$ cat src/rtl/ab_input_pkg.sv
// Shared types and defaults for the A/B input conditioner: debounce FSM state
// encoding and default synchroniser/debounce parameters.
package ab_input_pkg;

    localparam int unsigned SYNC_STAGES_DEF     = 2;
    localparam int unsigned DEBOUNCE_CYCLES_DEF = 50000;
    localparam int unsigned CNT_W_DEF           = 16;

    // Bit 1 of the encoding is the debounced level.
    typedef enum logic [1:0] {
        StLow      = 2'b00,
        StRiseWait = 2'b01,
        StHigh     = 2'b11,
        StFallWait = 2'b10
    } state_e;

endpackage

$ cat src/rtl/debounce_channel.sv
// One conditioner channel: synchroniser chain, debounce counter and FSM.
// Optional rise pulse output under AB_INPUT_CONDITIONER_RISE_PULSE_EN.
module debounce_channel
    import ab_input_pkg::*;
#(
    parameter int unsigned SYNC_STAGES     = SYNC_STAGES_DEF,
    parameter int unsigned DEBOUNCE_CYCLES = DEBOUNCE_CYCLES_DEF,
    parameter int unsigned CNT_W           = CNT_W_DEF
) (
    input  logic clk_i,
    input  logic rst_ni,
    input  logic raw_i,
    output logic level_o
`ifdef AB_INPUT_CONDITIONER_RISE_PULSE_EN
    ,
    output logic rise_o
`endif
);

    localparam logic [CNT_W-1:0] CntLast = CNT_W'(DEBOUNCE_CYCLES - 1);

    if (DEBOUNCE_CYCLES < 1 || 64'(DEBOUNCE_CYCLES) >= (64'd1 << CNT_W) ||
        SYNC_STAGES < 2 || SYNC_STAGES > 4) begin : g_bad_param
        $error("debounce_channel: illegal SYNC_STAGES/DEBOUNCE_CYCLES/CNT_W");
    end

    logic [SYNC_STAGES-1:0] sync_q;
    logic                   s;
    state_e                 state_q;
    logic [CNT_W-1:0]       cnt_q;
    logic                   enter_high;

    always_ff @(posedge clk_i) begin
        if (!rst_ni) begin
            sync_q <= '0;
        end else begin
            sync_q <= {sync_q[SYNC_STAGES-2:0], raw_i};
        end
    end

    assign s = sync_q[SYNC_STAGES-1];

    // A single agreeing sample suffices when DEBOUNCE_CYCLES is 1.
    always_comb begin
        enter_high = 1'b0;
        if (s) begin
            if (state_q == StLow && DEBOUNCE_CYCLES == 1) begin
                enter_high = 1'b1;
            end else if (state_q == StRiseWait && cnt_q == CntLast) begin
                enter_high = 1'b1;
            end
        end
    end

    always_ff @(posedge clk_i) begin
        if (!rst_ni) begin
            state_q <= StLow;
            cnt_q   <= '0;
`ifdef AB_INPUT_CONDITIONER_RISE_PULSE_EN
            rise_o  <= 1'b0;
`endif
        end else begin
`ifdef AB_INPUT_CONDITIONER_RISE_PULSE_EN
            rise_o <= enter_high;
`endif
            unique case (state_q)
                StLow: begin
                    if (s) begin
                        if (DEBOUNCE_CYCLES == 1) begin
                            state_q <= StHigh;
                            cnt_q   <= '0;
                        end else begin
                            state_q <= StRiseWait;
                            cnt_q   <= CNT_W'(1);
                        end
                    end
                end
                StRiseWait: begin
                    if (!s) begin
                        state_q <= StLow;
                        cnt_q   <= '0;
                    end else if (enter_high) begin
                        state_q <= StHigh;
                        cnt_q   <= '0;
                    end else begin
                        cnt_q <= cnt_q + CNT_W'(1);
                    end
                end
                StHigh: begin
                    if (!s) begin
                        if (DEBOUNCE_CYCLES == 1) begin
                            state_q <= StLow;
                            cnt_q   <= '0;
                        end else begin
                            state_q <= StFallWait;
                            cnt_q   <= CNT_W'(1);
                        end
                    end
                end
                StFallWait: begin
                    if (s) begin
                        state_q <= StHigh;
                        cnt_q   <= '0;
                    end else if (cnt_q == CntLast) begin
                        state_q <= StLow;
                        cnt_q   <= '0;
                    end else begin
                        cnt_q <= cnt_q + CNT_W'(1);
                    end
                end
                default: begin
                    state_q <= StLow;
                    cnt_q   <= '0;
                end
            endcase
        end
    end

    assign level_o = state_q[1];

endmodule

$ cat src/rtl/ab_input_conditioner.sv
// Synchronises and debounces the raw A/B button levels for the sequential lab
// circuit. Define AB_INPUT_CONDITIONER_RISE_PULSE_EN for a_rise/b_rise pulses.
module ab_input_conditioner
    import ab_input_pkg::*;
#(
    parameter int unsigned SYNC_STAGES     = SYNC_STAGES_DEF,
    parameter int unsigned DEBOUNCE_CYCLES = DEBOUNCE_CYCLES_DEF,
    parameter int unsigned CNT_W           = CNT_W_DEF
) (
    input  logic clk,
    input  logic rst,
    input  logic a_raw,
    input  logic b_raw,
    output logic a,
    output logic b
`ifdef AB_INPUT_CONDITIONER_RISE_PULSE_EN
    ,
    output logic a_rise,
    output logic b_rise
`endif
);

    debounce_channel #(
        .SYNC_STAGES    (SYNC_STAGES),
        .DEBOUNCE_CYCLES(DEBOUNCE_CYCLES),
        .CNT_W          (CNT_W)
    ) u_chan_a (
        .clk_i  (clk),
        .rst_ni (rst),
        .raw_i  (a_raw),
        .level_o(a)
`ifdef AB_INPUT_CONDITIONER_RISE_PULSE_EN
        ,
        .rise_o (a_rise)
`endif
    );

    debounce_channel #(
        .SYNC_STAGES    (SYNC_STAGES),
        .DEBOUNCE_CYCLES(DEBOUNCE_CYCLES),
        .CNT_W          (CNT_W)
    ) u_chan_b (
        .clk_i  (clk),
        .rst_ni (rst),
        .raw_i  (b_raw),
        .level_o(b)
`ifdef AB_INPUT_CONDITIONER_RISE_PULSE_EN
        ,
        .rise_o (b_rise)
`endif
    );

endmodule

$ cat config.mk
export PLATFORM = sky130hd
export DESIGN_NAME = ab_input_conditioner
export DESIGN_NICKNAME = d
export VERILOG_FILES = /design/src/rtl/ab_input_pkg.sv /design/src/rtl/debounce_channel.sv /design/src/rtl/ab_input_conditioner.sv
export SDC_FILE = /design/constraint.sdc
export NUM_CORES = 1
export LEC_CHECK = 0
export ABC_CLOCK_PERIOD_IN_PS = 2700
export BUFFER_PORTS_ARGS = -buffer_cell sky130_fd_sc_hd__buf_2
export CAP_MARGIN = 15
export CORE_ASPECT_RATIO = 1.1
export CORE_UTILIZATION = 62
export DETAILED_ROUTE_END_ITERATION = 7
export PLACE_DENSITY = 0.89
export RECOVER_POWER = 100
export SLEW_MARGIN = 20
export SYNTH_ARGS = -nofsm -noshare
export SYNTH_HDL_FRONTEND = slang
export SYNTH_SLANG_ARGS = --single-unit
$ cat constraint.sdc
create_clock -name clk -period 2.7 [get_ports clk]
set_input_delay 0.27 -clock clk [delete_from_list [all_inputs] [get_ports clk]]
set_output_delay 0.27 -clock clk [all_outputs]
set_load 0.05 [all_outputs]
# After elaboration in Yosys (flattened, before gate mapping)
# Index checks and enable logic that the tools add are counted.
# totals
reg_bits,40
in_bits,4
out_inout_bits,2
wordCells,64
# classes
add_sub_neg,2
n_eq_ne,16
mux,32
reduce_logical,8
# op_table
operator,n
16-bit 2-to-1 mux,12
16-bit one-hot mux with 4 select lines,2
"16-bit by 1-bit adder with 16-bit output, second input constant",2
"16-bit equality test, second input constant",2
2-bit 2-to-1 mux,12
2-bit one-hot mux with 4 select lines,2
"2-bit equality test, second input constant",4
4-bit AND reduction,2
"3-bit by 1-bit inequality test with 1-bit output, second input constant",2
"3-bit inequality test, second input constant",2
"2-bit by 1-bit equality test with 1-bit output, second input constant",2
2-bit logical NOT,2
1-bit 2-to-1 mux,4
"2-bit by 1-bit inequality test with 1-bit output, second input constant",2
"2-bit inequality test, second input constant",2
2-bit AND reduction,2
1-bit logical AND,2

# Depth between registers and ports, before layout
# logic_depth
depth_word,7
ltp_mapped,7
depth_no_buf,6

# By module
# A second synthesis with hierarchy kept.
# unflattened
hier_cells,244
area_unflattened_um2,2229.6
# modules_own_cells
mod,instances,cells_each,area_each_um2,seq_area_each_um2
debounce_channel (u_chan_b),1,126,1159.9,400.4
debounce_channel (u_chan_a),1,118,1069.8,400.4

# Worst setup path before layout
# No wires, ideal clock.
# synth_timing
path_type,register to register
startpoint,register u_chan_a.state_q[1]
endpoint,register u_chan_a.cnt_q[11]
setup_ps,86
t_arrival_ps,2351
t_required_ps,2614
path_slack_ps,264
path_stages_with_launch,7
n_path_buf,0
synth_period_minus_slack_ps,2436
cell_sequence,dfxtp_1 inv_1 ha_1 mux2_4 or4_4 or3_1 a211oi_1
# synth_via
elab_chain_cells,7
word_cells_on_any_way,13
classes_between,eq/ne: 5; mux: 5; reduce/logical: 3
# synth_lines
item,line_no,source
from (decl),debounce_channel.sv:29,state_e state_q;
from (signal assigned),debounce_channel.sv:57,state_q <= StLow;
from (signal assigned),debounce_channel.sv:70,state_q <= StHigh;
from (signal assigned),debounce_channel.sv:73,state_q <= StRiseWait;
2-bit by 1-bit equality test with 1-bit output,"debounce_channel.sv:49, debounce_channel.sv:66",
1-bit logical AND,debounce_channel.sv:49,end else if (state_q == StRiseWait && cnt_q == CntLast) begin
1-bit 2-to-1 mux,debounce_channel.sv:49,
1-bit 2-to-1 mux,debounce_channel.sv:46,if (s) begin
16-bit 2-to-1 mux,debounce_channel.sv:82,end else if (enter_high) begin
16-bit 2-to-1 mux,debounce_channel.sv:79,if (!s) begin
16-bit one-hot mux with 4 select lines,debounce_channel.sv:66,unique case (state_q)
to (signal assigned),debounce_channel.sv:86,cnt_q <= cnt_q + CNT_W'(1);
to (signal assigned),debounce_channel.sv:108,cnt_q <= cnt_q + CNT_W'(1);
to (decl),debounce_channel.sv:30,logic [CNT_W-1:0] cnt_q;
# Several ways; a longest one is shown, not always the timed one.
# A chain may end at the register's enable or synchronous reset.

# Final worst setup path
# Ends and elaborated chain as after synthesis.

==> results <==
- The flow ran to the end, and the final reports show no timing, DRC or antenna violations.
- Summing the areas of all xor and xnor instances in the mapped netlist gives 2.675% of the synthesized area.
- In this run the number of H-tree levels came out at 2.
- The cell depth of the worst hold path is 2.
- After synthesis the netlist holds a flip-flop and latch count of 40.
- After synthesis, the largest family of logic cells by area is simple AND/OR/NAND/NOR gates.
- Detailed routing inserted a total of 2230 vias.
- Setup violations remaining at the end of the flow were counted as 0.
- Counting tap cells, the placed design contains a total of 331 instances.
- The worst endpoint required time is 2980 ps.
- The number of design-rule violations left by the first detailed-router iteration is 311.
- Setup repair after global routing left no endpoint under its margin.
- The maximum fanout along the worst path is 12.
- After synthesis, the largest area contributor takes up 34.93% of total cell area.
- The most used flip-flop cell after synthesis is sky130_fd_sc_hd__dfxtp_1.
- The reported max-cap violation count is 0.
- The buffer depth of the longest clock path is 2.
- The CTS root buffer is sky130_fd_sc_hd__clkbuf_4.
- The die area is 3945 µm².
- The residual antenna-violating net count after detailed routing is 0.
- The completed layout was analyzed and its total power is 1.231 mW.
- The final standard cell area without fillers is 2457 µm².
- The number of optimization iterations in the first detailed-route pass is 7.
- The final hold slack is 115.1 ps.
- The worst hold path begins at a_raw.
- Timing would allow up to 421.6 MHz.
- The number of nets produced by synthesis is 298.
- By area the synthesized netlist is led by sky130_fd_sc_hd__dfxtp_1 (35%), sky130_fd_sc_hd__nand4_1 (5.7%), sky130_fd_sc_hd__ha_1 (5.5%).
- The startpoint of the lowest-slack register-to-register path is u_chan_a.state_q[1].
- The number of global-route vias before repair was 2096.
- The synthesized netlist devotes 35.43% of its cell area to simple gates.
- The number of clock sinks is 40.
- The DRC violations left is 0.
- In the final design database the tool counted 304 nets.
- The kind of launch point of the worst setup path is a register.
- For this run the aggregate overflow at the end of global routing stands at 0.
- The die is 59.98 µm wide.
- The number of max-slew violations in the final report is 0.
- The post-CTS setup-driven buffer insertion count is 0.
- The number of instances in the synthesized netlist is 284.
- The worst-case IR drop observed on VDD is 0.3461 mV.
- The proportion of layout cells with a drive suffix above 1 is 6.186%.
- From synthesis to final layout, the design area changed by 7.205%.
- Detailed placement finished with a half-perimeter wire length of 3692 µm.
- After detailed routing, the number of vias per cell comes to 6.578.
- The tightest slew margin relative to the limit is 8.120%.
- The area of the core is 3441 µm².
- The wire length of the first global-routing pass is 9266 µm.
- The total of cells resized after clock tree synthesis is 0.
- The final routed wirelength across all metal layers is 5396 µm.
- The initial utilization of the core area, before any placement, comes to 66.62%.
- The portion of the post-synthesis area used by sequential elements is 34.93%.
- The detail-routed net length per standard cell is 15.92 µm.
- The count of distinct cell types in the synthesized netlist is 42.
- Counting the buffers created by CTS gives 5.
- The count of yosys warnings during synthesis is 0.
- After clock tree synthesis, the clock-pin slew on the worst setup and hold paths is 120 ps.
- Counting cells, the worst reg-to-reg path comes to 6.
- The portion of netlist area occupied by mux cells is 3.821%.
- The final hold violation count is 0.
- Of the available clock period, the critical path in the final layout requires 87.85%.
- After synthesis the cells add up to 2292 µm².
- The die boundary height is 65.77 µm.
- For this run, asynchronously set or reset flops after synthesis account for 0%.
- The synthesized-area fraction occupied by adder cells is 5.459%.
- Of all cell types, the one taking the most synthesized area is sky130_fd_sc_hd__dfxtp_1.
- The sink of the worst hold path is u_chan_a.sync_q[0].
- The final antenna diode count is 0.
- Data on the critical path arrives at its endpoint at 2650 ps.
- The element type at the critical path end is a register.
- The total number of placement rows is 22.
- The clock arrives with 9.202 ps of skew.
- The path class of the lowest-slack min-delay path is primary input to register.
- The number of placed I/O pins is 6.
- For the pin with the worst max-slew slack, the measured transition is 1378 ps.
- In this run the cell area measured after placement is 2385 µm².
- For the finished layout, the period the worst path requires is 2372 ps.
- The number of synthesized flops with an enable pin is 0.
- The static leakage is 0.7637 nW.
- The maximum number of pins on one net before global-route repair is 36.
- The number of antenna violations at the first check in global routing is 0.
- The classification of the worst setup path is register to register.
- For this run, the number of standard cells in the final layout without fillers is 339.
- The clock reaches the later pin of the worst-skew pair after 360 ps.
- Hold repair after CTS inserted 0 buffers.
- The clock tree from TritonCTS is built.
- The power per cell area is 500.8 nW/µm².
- The worst register-to-register path ends at u_chan_a.cnt_q[11].
- The number of port buffers is 5.
- The synthesized-area fraction occupied by ao, oa, aoi and oai cells is 13.92%.
- The average size of a mapped cell is 8.071 µm².
- The total routing usage reported by global routing is 30.58%.
- The worst reg-to-reg setup slack is 330 ps.
- Routability-driven placement finished with a final weighted congestion of 0.8685.
- After routing, the total negative slack on setup checks comes to 0 ps.
==> registers in the layout (all words and copies together), names as in the netlist <==
name / flops
u_chan_a.cnt_q: 16
u_chan_a.state_q: 2
u_chan_a.sync_q: 2
u_chan_b.cnt_q: 16
u_chan_b.state_q: 2
u_chan_b.sync_q: 2
==> logic make-up (layout without fill, tap and decap cells) <==
logic type,Yosys count,count (layout)
simple gates,148,148
compound gates,48,48
flops,40,40
buf+inv,23,30
fa+ha+maj,10,10
mux,8,8
xor+xnor,7,7
==> cells in the mapped netlist, types with 2 or more instances <==
cell / count
sky130_fd_sc_hd__nand3_1: 19
sky130_fd_sc_hd__mux2_2: 2
sky130_fd_sc_hd__a41oi_1: 2
sky130_fd_sc_hd__o21ai_0: 9
sky130_fd_sc_hd__a211oi_1: 5
sky130_fd_sc_hd__and3_1: 3
sky130_fd_sc_hd__o311ai_0: 6
sky130_fd_sc_hd__nor4b_1: 3
sky130_fd_sc_hd__mux2i_1: 5
sky130_fd_sc_hd__nor2_1: 16
sky130_fd_sc_hd__nand4_1: 21
sky130_fd_sc_hd__or4_1: 2
sky130_fd_sc_hd__xnor2_1: 4
sky130_fd_sc_hd__and2_1: 8
sky130_fd_sc_hd__a21oi_1: 9
sky130_fd_sc_hd__xor2_1: 3
sky130_fd_sc_hd__nor3_1: 14
sky130_fd_sc_hd__nand2_1: 31
sky130_fd_sc_hd__nor4bb_1: 2
sky130_fd_sc_hd__nand2b_1: 3
sky130_fd_sc_hd__or3_1: 7
sky130_fd_sc_hd__nand3b_1: 3
sky130_fd_sc_hd__o31ai_1: 4
sky130_fd_sc_hd__nor4_1: 7
sky130_fd_sc_hd__ha_1: 10
sky130_fd_sc_hd__clkbuf_1: 13
sky130_fd_sc_hd__and4_1: 3
sky130_fd_sc_hd__dfxtp_1: 40
sky130_fd_sc_hd__inv_1: 9
sky130_fd_sc_hd__a31oi_1: 8
sky130_fd_sc_hd__o211ai_1: 2
==> worst max-delay path: stages, from the launching register on <==
cell	delay (ps)
sky130_fd_sc_hd__dfxtp_1	410
sky130_fd_sc_hd__inv_1	90
sky130_fd_sc_hd__ha_1	230
sky130_fd_sc_hd__mux2_4	340
sky130_fd_sc_hd__or4_1	620
sky130_fd_sc_hd__or3_1	350
sky130_fd_sc_hd__a211oi_1	260
==> layout make-up <==
type / count / area, µm²
multi-input combinational: 221 / 1401
fill: 272 / 983.4
sequential: 40 / 800.8
timing repair buffer: 13 / 66.31
clock buffer: 7 / 65.06
tap: 48 / 60.06
inverter: 9 / 33.78
clock inverter: 1 / 30.03
==> per-stage QoR <==
step	worst slack (ps)	utilization, %
2_1_floorplan	263.6	-
3_3_place_gp	559.8	69.31
3_5_place_dp	418.0	69.31
4_1_cts	383.6	72.07
5_1_grt	162.0	71.42
6_report	328.2	71.42
==> how the worst max path moves through the flow <==
| stage | from | to | slack [ps] | cells after the start |
|---|---|---|---|---|
| after floorplan | u_chan_a.state_q[1] | u_chan_a.cnt_q[11] | 260 | 6 |
| after global placement | u_chan_a.state_q[1] | u_chan_a.cnt_q[11] | 560 | 6 |
| after detailed placement | u_chan_a.state_q[1] | u_chan_a.cnt_q[11] | 420 | 6 |
| after CTS | u_chan_a.state_q[1] | u_chan_a.cnt_q[11] | 380 | 6 |
| after global routing | u_chan_a.state_q[1] | u_chan_a.cnt_q[11] | 160 | 6 |
| final | u_chan_a.state_q[1] | u_chan_a.cnt_q[11] | 330 | 6 |
==> cells in the final DEF, fill, tap and decap left out, types with 3 or more instances in the layout <==
| cell | synthesis | layout |
|---|---|---|
| sky130_fd_sc_hd__nor3_1 | 14 | 14 |
| sky130_fd_sc_hd__nand3_1 | 19 | 19 |
| sky130_fd_sc_hd__clkbuf_1 | 13 | 7 |
| sky130_fd_sc_hd__xnor2_1 | 4 | 4 |
| sky130_fd_sc_hd__and2_1 | 8 | 7 |
| sky130_fd_sc_hd__clkbuf_4 | 0 | 5 |
| sky130_fd_sc_hd__nand4_1 | 21 | 21 |
| sky130_fd_sc_hd__and4_1 | 3 | 3 |
| sky130_fd_sc_hd__xor2_1 | 3 | 3 |
| sky130_fd_sc_hd__o21ai_0 | 9 | 9 |
| sky130_fd_sc_hd__a31oi_1 | 8 | 8 |
| sky130_fd_sc_hd__inv_1 | 9 | 9 |
| sky130_fd_sc_hd__o311ai_0 | 6 | 6 |
| sky130_fd_sc_hd__or4_1 | 2 | 3 |
| sky130_fd_sc_hd__mux2i_1 | 5 | 5 |
| sky130_fd_sc_hd__buf_4 | 0 | 4 |
| sky130_fd_sc_hd__ha_1 | 10 | 10 |
| sky130_fd_sc_hd__o31ai_1 | 4 | 4 |
| sky130_fd_sc_hd__nand3b_1 | 3 | 3 |
| sky130_fd_sc_hd__a211oi_1 | 5 | 5 |
| sky130_fd_sc_hd__a21oi_1 | 9 | 9 |
| sky130_fd_sc_hd__and3_1 | 3 | 3 |
| sky130_fd_sc_hd__nor2_1 | 16 | 16 |
| sky130_fd_sc_hd__dfxtp_1 | 40 | 40 |
| sky130_fd_sc_hd__nand2b_1 | 3 | 3 |
| sky130_fd_sc_hd__nor4b_1 | 3 | 3 |
| sky130_fd_sc_hd__nand2_1 | 31 | 31 |
| sky130_fd_sc_hd__or3_1 | 7 | 7 |
| sky130_fd_sc_hd__nor4_1 | 7 | 7 |
==> metal layers <==
layer  part of all wire [%]  vias up  track usage, %  routed length [µm]
met4                    2.6        0           13.08                 141
li1                       -     1089               -                   -
met2                     49       88           51.53                2671
met3                    5.9       27           6.849                 318
met5                      0        -               0                   0
met1                     42     1026           36.67                2265
==> power breakdown <==
group	switching [mW]	internal (mW)
combinational	0.105	0.0525
sequential	0.0151	0.605
clock	0.207	0.246
No activity file was read; power rests on OpenSTA's default activity.
